===== src/rtl/f1_start_ctrl.sv =====
// f1_start_ctrl: F1 start-light sequencer with randomised hold and reaction-time measurement
module f1_start_ctrl #(
    parameter int WIDTH = 8,
    parameter int CNT_W = 16
) (
    input  logic             clk,
    input  logic             rst,
    input  logic             trigger_i,
    input  logic             tick_i,
    input  logic [6:0]       rnd_i,
    input  logic             react_i,
    output logic [WIDTH-1:0] lights_o,
    output logic             tick_en_o,
    output logic             busy_o,
    output logic [CNT_W-1:0] react_time_o,
    output logic             result_valid_o,
    output logic             false_start_o
);
    typedef enum logic [1:0] {S_IDLE, S_SEQ, S_HOLD, S_WAIT} state_t;
    localparam logic [CNT_W-1:0] CNT_MAX = '1;
    state_t           state_q;
    logic [WIDTH-1:0] lights_q;
    logic [6:0]       hold_q;
    logic [CNT_W-1:0] cnt_q;
    logic [CNT_W-1:0] react_time_q;
    logic             result_valid_q;
    logic             false_start_q;
    logic             active_q;
    always_ff @(posedge clk) begin
        if (!rst) begin
            state_q        <= S_IDLE;
            lights_q       <= '0;
            hold_q         <= '0;
            cnt_q          <= '0;
            react_time_q   <= '0;
            result_valid_q <= 1'b0;
            false_start_q  <= 1'b0;
            active_q       <= 1'b0;
        end else begin
            result_valid_q <= 1'b0;
            false_start_q  <= 1'b0;
            case (state_q)
                S_IDLE: if (trigger_i) begin
                    state_q  <= S_SEQ;
                    active_q <= 1'b1;
                end
                S_SEQ, S_HOLD: if (react_i) begin
                    lights_q      <= '0;
                    false_start_q <= 1'b1;
                    active_q      <= 1'b0;
                    state_q       <= S_IDLE;
                end else if (tick_i && state_q == S_SEQ) begin
                    lights_q <= {lights_q[WIDTH-2:0], 1'b1};
                    if (&lights_q[WIDTH-2:0]) begin
                        state_q <= S_HOLD;
                        hold_q  <= (rnd_i == 7'd0) ? 7'd1 : rnd_i;
                    end
                end else if (tick_i) begin
                    hold_q <= hold_q - 7'd1;
                    if (hold_q == 7'd1) begin
                        lights_q <= '0;
                        cnt_q    <= '0;
                        state_q  <= S_WAIT;
                    end
                end
                // react samples the count before this cycle's tick; a saturated count is the timeout
                default: if (react_i || cnt_q == CNT_MAX) begin
                    react_time_q   <= react_i ? cnt_q : CNT_MAX;
                    result_valid_q <= 1'b1;
                    active_q       <= 1'b0;
                    state_q        <= S_IDLE;
                end else if (tick_i) begin
                    cnt_q <= cnt_q + 1'b1;
                end
            endcase
        end
    end
    assign lights_o       = lights_q;
    assign tick_en_o      = active_q;
    assign busy_o         = active_q;
    assign react_time_o   = react_time_q;
    assign result_valid_o = result_valid_q;
    assign false_start_o  = false_start_q;
endmodule


===== config.mk =====
export PLATFORM = sky130hd
export DESIGN_NAME = f1_start_ctrl
export DESIGN_NICKNAME = d
export VERILOG_FILES = /design/src/rtl/f1_start_ctrl.sv
export SDC_FILE = /design/constraint.sdc
export NUM_CORES = 1
export LEC_CHECK = 0
export BUFFER_PORTS_ARGS = -buffer_cell sky130_fd_sc_hd__buf_2
export CORE_ASPECT_RATIO = 1.5
export CORE_MARGIN = 4
export CORE_UTILIZATION = 45
export DETAILED_ROUTE_END_ITERATION = 6
export PLACE_DENSITY_LB_ADDON = 0.3
export SETUP_SLACK_MARGIN = 0.3
export SLEW_MARGIN = 40
export SYNTH_ARGS = -nofsm -noshare
export SYNTH_HDL_FRONTEND = slang
export SYNTH_SLANG_ARGS = --single-unit

===== constraint.sdc =====
create_clock -name clk -period 2.5 [get_ports clk]
set_clock_uncertainty 0.2 [all_clocks]
set_input_delay 0.5 -clock clk [delete_from_list [all_inputs] [get_ports clk]]
set_output_delay 0.5 -clock clk [all_outputs]
set_load 0.02 [all_outputs]

Word level (Yosys, flattened, before mapping) --
Index checks and enable logic that the tools add are counted.
Word-level totals: logic and storage cells 77, register bits 52
Cells by class: reductions and logical operators 19, muxes and demuxes 30, $add $sub $neg 2, bitwise logic cells 4, equality and inequality tests 14
Operator list (count):
- two-way mux 16 bit | 7
- two-way mux 8 bit | 4
- one-hot mux 16 bit (2 select lines) | 1
- two-way mux 7 bit | 4
- adder 16 x 1 -> 16 bit (second input constant) | 1
- equality test 16 bit (second input constant) | 1
- two-way mux 2 bit | 7
- inequality test 4 bit (second input constant) | 3
- inequality test 2 bit (second input constant) | 5
- nonzero test 3 bit | 3
- equality test 7 x 1 -> 1 bit (second input constant) | 1
- logical NOT 7 bit | 1
- AND reduction 7 bit | 1
- subtractor 7 x 1 -> 7 bit (second input constant) | 1
- AND reduction 3 bit | 2
- AND reduction 6 bit | 1
- two-way mux 1 bit | 5
- AND reduction 5 bit | 1
- inequality test 2 x 1 -> 1 bit (second input constant) | 2
- inverter 1 bit | 4
- one-hot mux 2 bit (2 select lines) | 1
- AND reduction 2 bit | 2
- AND reduction 4 bit | 1
- OR reduction 4 bit | 1
- other kinds (9) | 9

Logic depth before layout (Yosys ltp) --
depth in word-level cells 6, mapped depth 9, mapped depth without buffers 7

Least setup slack after synthesis --
No wires, ideal clock.
kind flip-flop to flip-flop, start register state_q[0], end register cnt_q[5], data arrival time 2.213 ns, setup slack -0.030 ns, setup time 0.116 ns, cell stages (with the launch flop) 8, cells stage by stage dfxtp_1 inv_1 ha_1 or4b_2 clkbuf_1 o41ai_4 nor2_1 a31o_2
On the way: cells in the longest elaborated chain, start to end 4
Ends and longest elaborated chain:
- start, declared | line 21 | state_t state_q;
- start signal, assigned | line 31 | state_q <= S_IDLE;
- start signal, assigned | line 44 | state_q <= S_SEQ;
- start signal, assigned | line 51 | state_q <= S_IDLE;
- equality test 2 x 1 -> 1 bit or equality test 2 bit (tied branches) | line 42, 52
- OR reduction 2 bit or logical AND 1 bit (tied branches) | line 42, 52
- inequality test 2 x 1 -> 1 bit (no line) or inequality test 2 bit (tied branches)
- AND reduction 6 bit (no line)
- end signal, assigned | line 73 | cnt_q <= cnt_q + 1'b1;
- end, declared | line 24 | logic [CNT_W-1:0] cnt_q;
Several ways; a longest one is shown, not always the timed one. A chain may end at the register's enable or synchronous reset.

Worst setup path after layout --
start register hold_q[1], end register cnt_q[13]
On the way: cells in the longest elaborated chain, start to end 3
Ends and longest elaborated chain:
- start, declared | line 23 | logic [6:0] hold_q;
- start signal, assigned | line 56 | hold_q <= (rnd_i == 7'd0) ? 7'd1 : rnd_i;
- start signal, assigned | line 59 | hold_q <= hold_q - 7'd1;
- equality test 7 x 1 -> 1 bit | line 60 | if (hold_q == 7'd1) begin
- inequality test 2 bit (no line)
- AND reduction 6 bit (no line)
No other way between the ends.

==> metrics.cfg <==
[synth]
syn_inst = 274
synth_area_mm2 = 0.002596
async_reset_ff_share_pct = 0
ys_seq_area_share_pct = 40.10
synth_edf_count = 0
synth_ff_type = dfxtp_1
syn_nets = 294
ys_ff_latch = 52
avgSynthCellArea_um2 = 9.475
yosys_warnings = 0
synth_cell_types = 56

[drt]
wire_per_inst_um = 16.35
wl_mm = 6.539
routed_via_density = 5.993
drtAntennaViolNets = 0
drc = 0
drt_pass1_iterations = 4
num_vias = 2397
drt-initial-drc-count = 126

[sta]
setup_ws_ps = 270.6
tns_ps = 0
setup_violations = 0
fin_crit_sh_pct = 89.18
slew_viol_final = 0
relSlewSlack_pct = 52.67
worstMarginPinSlew_ps = 708.3
fmax_mhz = 448.6
finalHoldViolCount = 0
rsz0062_at_grt = true
finalCriticalPeriod_ps = 2229

[place]
dp_worst_setup_slack_ps = 136.3
port_buffers = 39
dp_cells = 378
place.gp.congestion = 0.7815
hpwlAfterDp_mm = 4.496

[power_and_ir_drop]
pwr-share-comb_pct = 36.2
p_int_w = 0.001620
swShare_pct = 33.67
clkPwrFrac_pct = 25.6
p_seq_share_pct = 38.2
p_per_area_mw_per_mm2 = 728.8
vdd_drop_max_v = 0.0004446
p_leak_nw = 1.376
p_sw_w = 0.0008224
power_w = 0.002443

[critical_path]
cp.required_ps = 2540
arrival_ps = 2270
cp_slowest_cell = or4_1
worstPathCellList = inv_2 > ha_4 > or4b_4 > o21ai_4 > o211ai_4 > or4_1 > a21oi_1
crit_type = flip-flop to flip-flop
critical-path-max-stage-delay_ps = 480
worstSetupEndpointType = flip-flop
critPathLaunchType = flip-flop
path_max_fanout = 7

[min_path]
hold_path_class = flip-flop to flip-flop

[grt]
grt_pass1_vias = 2317
grt_start_max_net_pins = 17
grt_pass1_wl_mm = 10.98
antenna_found_initial = 0
track_usage_pct = 18.70
overflow = 0

[cts]
clockRootBuffer = clkbuf_8
cts_tree = built
clkLatencyLatePin_ps = 300
cts.sinks = 52
path_clk_slew_ps = 90
clockBufferDepth = 2
cts_buffers = 5
cts_max_level = 2
hold_buffers = 0

[layout]
final_cells = 400
final_util_pct = 60.58
n_antenna_cell = 0
regArea_mm2 = 0.001060
nFillCells = 477
syn2layout_area_growth_pct = 29.11
drive_above_1_share_pct = 40.91
nets = 349
multi_input_area_mm2 = 0.001634

[die]
placementRows = 33
die_x_um = 70.02
dieArea_mm2 = 0.007074
die_h_um = 101.0
io_pins = 40
core_area_mm2 = 0.005533
initial_core_util_pct = 46.92

[status]
outcome = finished, final reports clean

[run]
maxCapViolCount = 0

## cell usage after synthesis, types with 7 or more instances
cell,instances,area share (%)
inv_1,9,1.3
a22o_1,8,2.7
nand2_1,19,2.7
or4_1,7,2.0
ha_1,8,3.9
clkbuf_1,11,1.6
o21ai_0,9,1.7
nor2_1,22,3.2
a21oi_1,18,3.5
o221a_2,18,7.8
nand3_1,10,1.9
dfxtp_1,52,40
## what timing repair did
item                       in CTS  in global routing
pin swaps                      13                 10
gates resized for setup        11                 22
cloned                          2                  0
setup endpoints to repair      34                 43
buffers inserted               12                  0
## path summary, 6_finish.rpt
path / depth (start not counted) / end / start / slack, ps
hold / removal: 1 / lights_o[7] / lights_o[7] / 280
setup reg to reg: 7 / cnt_q[13] / hold_q[1] / 270
hold reg to reg: 1 / lights_o[7] / lights_o[7] / 280
setup / recovery: 7 / cnt_q[13] / hold_q[1] / 270
## power groups by stage
stage          clock [W]  combinational, W  sequential, W
2_1_floorplan          0          0.000570       0.000968
3_3_place_gp           0          0.000736       0.000948
3_5_place_dp           0          0.000752       0.000952
4_1_cts         0.000636          0.000837       0.000933
5_1_grt         0.000661          0.000968       0.000942
6_report        0.000626          0.000883       0.000933
## worst max-delay path, delay by kind of cell (launching register included)
kind	cells	cell delay, ps
and+or+nand+nor	2	950
AOI/OAI and AO/OA	3	490
DFF	1	330
adders and majority gates	1	120
buffers and inverters	1	70
## metrics by stage
| step | cell area [um^2] | hold slack (ps) |
|---|---|---|
| 6_report | 3352 | 277.6 |
| 5_1_grt | 3352 | 311.2 |
| 4_1_cts | 3239 | 284.5 |
| 3_5_place_dp | 2952 | 258.6 |
| 3_3_place_gp | 2952 | 256.0 |
| 2_1_floorplan | 2683 | 258.1 |
## flip-flops by register name, indices dropped and copies added (netlist names)
register,flops
cnt_q,16
react_time_o,16
lights_o,8
hold_q,7
state_q,2
busy_o,1
false_start_o,1
result_valid_o,1
## metal layers
metal	up-vias	track usage, %	wire, um
met5	-	0	0
met4	0	6.342	168
met3	15	3.393	308
met2	67	34.96	3498
met1	1150	21.09	2564
li1	1165	-	-
## logic make-up (layout without fill, tap and decap cells)
| logic type | Yosys count | count (layout) | synth area share (%) |
|---|---|---|---|
| XOR/XNOR | 1 | 1 | 0.3374 |
| flip-flops | 52 | 52 | 40.10 |
| multiplexers | 1 | 1 | 0.3856 |
| AO/OA/AOI/OAI | 93 | 95 | 30.65 |
| buffers and inverters | 27 | 81 | 4.674 |
| AND/OR/NAND/NOR | 92 | 92 | 20.00 |
| adder cells (fa/ha/maj) | 8 | 8 | 3.856 |
## cell type report
type / instances / share of cell area (%)
timing repair buffer: 64 / 12.24
tap: 70 / 2.613
clock inverter: 1 / 0.8959
multi-input combinational: 197 / 48.75
inverter: 9 / 1.008
sequential: 52 / 31.62
clock buffer: 7 / 2.874
## layout by cell type, fill, tap and decap left out, types with 4 or more instances in the layout
cell type   n
dfxtp_1    43
nand2b_1    4
inv_1       6
buf_2      39
o31ai_1     6
clkbuf_8    7
a21o_1      5
o21ai_0     6
nand2_1    19
o221a_4     7
nor4_1      5
o211ai_1    4
or4_1       6
ha_1        4
ha_4        4
nand3_1    10
buf_4      21
a21oi_1    15
nor2_1     22
o221a_2    11
a22o_1      8
and3_1      4
dfxtp_2     6
Power figures use the tool's default switching activity.
